File: src/rtl/alu_sll_seq.sv
// rtl/alu_sll_seq.sv - multi-cycle 32-bit logical left shifter, one power-of-two stage per clock
module alu_sll_seq #(
  parameter int WIDTH   = 32,
  parameter int SHAMT_W = 5
) (
  input  logic             clk_i,
  input  logic             rst_n_i,
  input  logic             start_i,
  input  logic             flush_i,
  input  logic [WIDTH-1:0] a_i,
  input  logic [WIDTH-1:0] b_i,
  output logic             busy_o,
  output logic             done_o,
  output logic [WIDTH-1:0] c_o
);

  typedef enum logic {
    IDLE  = 1'b0,
    SHIFT = 1'b1
  } state_t;

  state_t             r_state;
  state_t             w_next;
  logic [WIDTH-1:0]   r_w;
  logic [SHAMT_W-1:0] r_s;
  logic [2:0]         r_k;
  logic               r_done;
  logic [WIDTH-1:0]   r_c;

  logic               w_accept;
  logic               w_step;
  logic               w_complete;
  logic [WIDTH-1:0]   w_stage;
  logic               w_unused;

  // Only the low shift-amount bits matter; the rest of b_i is deliberately dropped.
  assign w_unused = ^b_i[WIDTH-1:SHAMT_W];

  always_comb begin
    case (r_k)
      3'd0:    w_stage = r_s[0] ? {r_w[WIDTH-2:0],  1'b0}  : r_w;
      3'd1:    w_stage = r_s[1] ? {r_w[WIDTH-3:0],  2'b0}  : r_w;
      3'd2:    w_stage = r_s[2] ? {r_w[WIDTH-5:0],  4'b0}  : r_w;
      3'd3:    w_stage = r_s[3] ? {r_w[WIDTH-9:0],  8'b0}  : r_w;
      3'd4:    w_stage = r_s[4] ? {r_w[WIDTH-17:0], 16'b0} : r_w;
      default: w_stage = r_w;
    endcase
  end

  always_comb begin
    w_next     = r_state;
    w_accept   = 1'b0;
    w_step     = 1'b0;
    w_complete = 1'b0;
    case (r_state)
      IDLE: begin
        if (start_i && !flush_i) begin
          w_accept = 1'b1;
          w_next   = SHIFT;
        end
      end
      SHIFT: begin
        // A flush on the completing edge still suppresses the result.
        if (flush_i) begin
          w_next = IDLE;
        end else if (r_k == 3'd4) begin
          w_complete = 1'b1;
          w_next     = IDLE;
        end else begin
          w_step = 1'b1;
        end
      end
      default: w_next = IDLE;
    endcase
  end

  always_ff @(posedge clk_i or negedge rst_n_i) begin
    if (!rst_n_i) begin
      r_state <= IDLE;
      r_w     <= '0;
      r_s     <= '0;
      r_k     <= '0;
      r_done  <= 1'b0;
      r_c     <= '0;
    end else begin
      r_state <= w_next;
      r_done  <= w_complete;
      if (w_accept) begin
        r_w <= a_i;
        r_s <= b_i[SHAMT_W-1:0];
        r_k <= 3'd0;
      end else if (w_step) begin
        r_w <= w_stage;
        r_k <= r_k + 3'd1;
      end
      if (w_complete) begin
        r_c <= w_stage;
      end
    end
  end

  assign busy_o = (r_state == SHIFT);
  assign done_o = r_done;
  assign c_o    = r_c;

endmodule

File: config.mk
export PLATFORM = sky130hd
export DESIGN_NAME = alu_sll_seq
export DESIGN_NICKNAME = d
export VERILOG_FILES = /design/src/rtl/alu_sll_seq.sv
export SDC_FILE = /design/constraint.sdc
export NUM_CORES = 1
export LEC_CHECK = 0
export BUFFER_PORTS_ARGS = -buffer_cell sky130_fd_sc_hd__buf_2
export CAP_MARGIN = 20
export CORE_MARGIN = 2
export CORE_UTILIZATION = 35
export CTS_CLUSTER_SIZE = 12
export DETAILED_ROUTE_END_ITERATION = 12
export PLACE_DENSITY = 0.64
export SKIP_LAST_GASP = 1
export SYNTH_ARGS = -nofsm -noshare
export SYNTH_HDL_FRONTEND = slang
export SYNTH_SLANG_ARGS = --single-unit
File: constraint.sdc
create_clock -name clk_i -period 2.11 [get_ports clk_i]
set_input_delay 0.1055 -clock clk_i [delete_from_list [all_inputs] [get_ports clk_i]]
set_output_delay 0.1055 -clock clk_i [all_outputs]
set_load 0.005 [all_outputs]
# Word-level counts from Yosys, hierarchy flattened
# Cells that the tools add are included.
# totals
out_inout_bits	34
ramBits	0
input_bits	68
mem_bits_ro	0
latchBits	0
word_cells	35
mem_count	0
register_bits	74
# op_classes
n_mul	0
n_lt_le_gt_ge	0
n_shift	0
n_addsub	1
n_reduce_logical	4
eq_ne	4
n_bitwise	1
div	0
mux	19
# op_table
cell	count
$mux W32	7
$pmux W32 S5	1
$mux W1	8
$eq A3 B2 Y1 const B	2
$mux W3	2
$add A3 B1 Y3 const B	1
$eq A3 B1 Y1 const B	1
$eq A3 B3 Y1 const B	1
$logic_not A3 Y1	1
$pmux W1 S2	1
$reduce_bool A2 Y1	1
$logic_and A1 B1 Y1	1
$logic_not A1 Y1	1
$not A1 Y1	1

# Logic depth before layout (Yosys ltp)
# depth
word_depth	6
mapped_depth	10
mapped_depth_nobuf	7

# Worst setup path before layout
# OpenSTA, ideal clock, no wires.
# synth_timing
path_kind	register -> register
start	register r_k[2]
end	register r_w[12]
synth_period_minus_slack_ns	2.300
path_slack_ns	-0.190
setup_ns	0.126
n_path_buf	4
arrival_ns	2.174
path_stages_with_launch	11
required_time_ns	1.984
cell_sequence	dfrtp_1 -> buf_4 -> buf_4 -> inv_1 -> ha_1 -> clkbuf_2 -> nor2_1 -> a221oi_4 -> a31oi_2 -> buf_6 -> a221o_1
# synth_via
elab_chain_cells	5
elab_cells_between_ends	12
classes_between	eq/ne (4); mux (6); reduce/logical (2)
# synth_rtl
element	line_no	source
start, declared	26	logic [2:0] r_k;
start signal, assigned	94	r_k <= r_k + 3'd1;
$eq A3 B3 Y1	40, 66	
$mux W1	66	end else if (r_k == 3'd4) begin
$mux W1	64	if (flush_i) begin
$mux W1	55	case (r_state)
$reduce_bool A2 Y1 (no line)	n/a	
end signal, assigned	89	r_w <= a_i;
end signal, assigned	93	r_w <= w_stage;
end, declared	24	logic [WIDTH-1:0] r_w;
# Several ways; a longest one is shown, not always the timed one. The select of a mux whose other input is x is not followed.
# A chain may end at the register's enable or synchronous reset.

# Final worst setup path
# layout_timing
start	register r_k[0]
end	register r_w[6]
# The elaborated chain is that of the path after synthesis.

==> summary.md <==
| Metric | Value |
|---|---|
| Max-cap violations | 0 |
| Clock transition at the registers of the reported paths | about 60 ps |
| Hold Crit Endpoint | r_w[14] |
| Clock skew | a little over 4 ps |
| Worst Setup Start Kind | flip-flop |
| Synth area leader | dfrtp_1 |
| DRC | 0 |
| Placeable Area | between 10000 and 15000 sq um |
| Post-route cell area | 5640 sq um |
| IO Pins | a little over 100 |
| Pleak | 2.38 nW |
| PortBufs | 74 |
| Peak VDD IR | around 0.6 mV |
| Hold depth | 2 |
| # setup viols final | 0 |
| Post-synthesis cell type count | 45 |
| Xor and xnor area share after synthesis | 0% |
| Post-synth net total | approximately 500 |
| RD Place Congestion | around 0.9 |
| Clk sink count | 74 |
| Final #Nets | 586 |
| Post-synthesis mux area share | under 10% |
| Die X | ~120 um |
| Setup crit start | r_k[0] |
| Reg2reg start | r_k[0] |
| Die height | 116 um |
| H-tree Lvls | 3 |
| Outcome | complete, no violations |
| CP max FO | 13 |
| Simple-gate share of the synthesized area | between 10 and 15% |
| Vias per cell | about 6.0 |
| Initial core utilization | ~35% |
| Largest net degree at the start of global routing | 75 |
| R2R depth | 7 |
| Clock latency on the worst-skew pair | ~340 ps |
| Cells after Synth | roughly 430 |
| CTS Buffer Depth | 2 |
| Die area | ~14000 sq um |
| TritonCTS clock tree | yes |
| Fin. Hold Viols | 0 |
| Worst EP arrival | between 2000 and 2500 ps |
| ANT cells | 0 |
| Commonest non-fill, non-tap cell in the layout | buf_2 |
| Multi-input gate area | roughly 2500 sq um |
| Initial antenna violation count | 0 |
| RSZ-0062 raised after global routing | yes |
| Largest family of logic cells by synthesized area | compound AO/OA/AOI/OAI gates |
| Global-route wire length before repair | 21.2 mm |
| Share of cells above drive strength 1 | around 33% |
| Placed Cells | ~670 |
| Max-slew violations | 0 |
| Fin util | between 40% and 50% |
| Most frequent cells in the layout | 74 x buf_2, 72 x dfrtp_1, 37 x a221o_1 |
| Synth Area in Adders | 1.41% |
| Fill cells | 1179 |
| Worst slew pin tran | 577 ps |
| Via count | ~4100 |
| Total power | between 8 and 9 mW |
| R2r setup slk | a little over 50 ps |
| Synth Area per Inst | around 10 sq um |
| DP Wirelength | about 9.3 mm |
| Hold Path Origin | a_i[14] |
| Yosys reg bits | 74 |
| R2r endpoint | r_w[6] |
| Routed WL | approximately 14 mm |
| Synthesized cell area | around 4400 sq um |
| Global route total overflow | 0 |
| Post-route ant nets | 0 |
| Worst slew margin | between 60% and 70% |
| Tot GR Track Use | between 20% and 30% |
| Num CTS Buffers | 9 |
| Compound-gate portion of the synthesized area | around 33% |
| Critical Path Sink Type | flip-flop |
| Worst Path Required | approximately 2300 ps |
| Final Non-Filler Cells | 690 |
| Iteration-0 DRC Markers | around 410 |
| Min Tclk post-route | about 2100 ps |
| Top post-synthesis cells by area | dfrtp_1 42%, a221o_1 8.4%, a22oi_1 6.6% |
| Final period utilization | 97.6% |
| Synthesis warning total | 0 |
| Per-cell routed wire length | between 15 and 20 um |
| CTS Root Buffer Type | clkbuf_16 |
| Area grow syn2layout | 27.4% |
| Number of detailed-route iterations in the first pass | 6 |
| Reg area | roughly 1900 sq um |
| Sequential fraction of the synthesis area | 41.9% |
| Rows | 41 |
| CP Class | flip-flop to flip-flop |
| Fmax | slightly below 500 MHz |
| Top cell type's share of synthesized area | 41.9% |
| Path category of the worst min-delay check | primary input to flip-flop |
| Worst hold margin | 2.78 ps |
| Placed instance area | slightly above 5000 sq um |
| Number of global-route vias before repair | 3963 |
| Power Density | around 1500 nW/um^2 |
==> worst max-delay path by stage <==
stage / end / slack, ps
2_1_floorplan: r_w[12] / -40
3_3_place_gp: r_w[21] / 50
3_5_place_dp: r_w[20] / -40
4_1_cts: r_w[12] / -20
5_1_grt: r_w[22] / -20
6_report: r_w[6] / 50
==> registers in the layout (all words and copies together) (netlist names) <==
signal / flops
busy_o: 1
r_s: 5
r_k: 3
done_o: 1
c_o: 32
r_w: 32
==> cells by family after synthesis <==
| group | count (synthesis) |
|---|---|
| AO/OA/AOI/OAI | 174 |
| adder cells (fa/ha/maj) | 5 |
| buffers and inverters | 47 |
| flip-flops | 74 |
| multiplexers | 22 |
| AND/OR/NAND/NOR | 106 |
==> power breakdown <==
part | switching (mW) | internal (mW) | total [mW]
Clock | 0.593 | 1.04 | 1.63
Combinational | 1.85 | 2.01 | 3.86
Sequential | 0.956 | 2.03 | 2.99
Total | 3.40 | 5.08 | 8.47
==> routing by layer <==
| metal | track usage [%] | wire [um] | part of all wire [%] |
|---|---|---|---|
| met1 | 27.3 | 5760 | 43 |
| met5 | 0 | 0 | 0 |
| met4 | 6.90 | 273 | 2.0 |
| met3 | 3.68 | 951 | 7.0 |
| met2 | 32.8 | 6560 | 48 |
==> critical path: stages (launching register included) <==
cell and delay [ps]:
dfrtp_2 420, inv_1 90, ha_2 220, and2_1 170, nor2_2 400, a31oi_2 160, buf_6 180, a221o_1 300
==> metrics by stage <==
stage,setup slack (ps),setup TNS [ps]
after global placement,49.4,0
after floorplan,-43.1,-621
final,51.5,0
after global routing,-17.4,-104
after detailed placement,-35.1,-416
after CTS,-17.6,-155
==> synthesized netlist by cell type (all sizes together) <==
cell      n
a41oi     1
and4b    10
a222oi    1
a22o      9
o21ai    20
and4      2
clkbuf   21
o22ai     1
and3     22
a21o      2
and3b     3
or3b      1
o311ai    2
a21oi    12
and2      1
nand3     1
o21bai    1
o211a     1
nor4bb    1
mux2i     1
nand2    29
a31oi    33
a221o    37
a221oi    4
mux2     21
a2111oi   8
nor2     30
nor3b     3
ha        5
a22oi    39
a32oi     3
nand2b    2
dfrtp    74
nor2b     1
buf      17
inv       9
==> layout make-up <==
class,count,share of cell area (%)
Tap cell,172,3.82
Inverter,9,0.644
Multi-Input combinational cell,308,43.5
Clock buffer,10,4.06
Sequential cell,74,32.9
Clock inverter,6,1.62
Timing Repair Buffer,111,13.5
==> repair_timing <==
| action | CTS | global route |
|---|---|---|
| pin swaps | 2 | 2 |
| resized for setup | 4 | 15 |
| endpoints found under the hold margin | 76 | 0 |
| buffers inserted | 2 | 1 |
| endpoints found under the setup margin | 28 | 37 |
| gates cloned | 1 | 0 |
| hold buffers | 3 | 0 |
No activity file was read; power rests on OpenSTA's default activity.
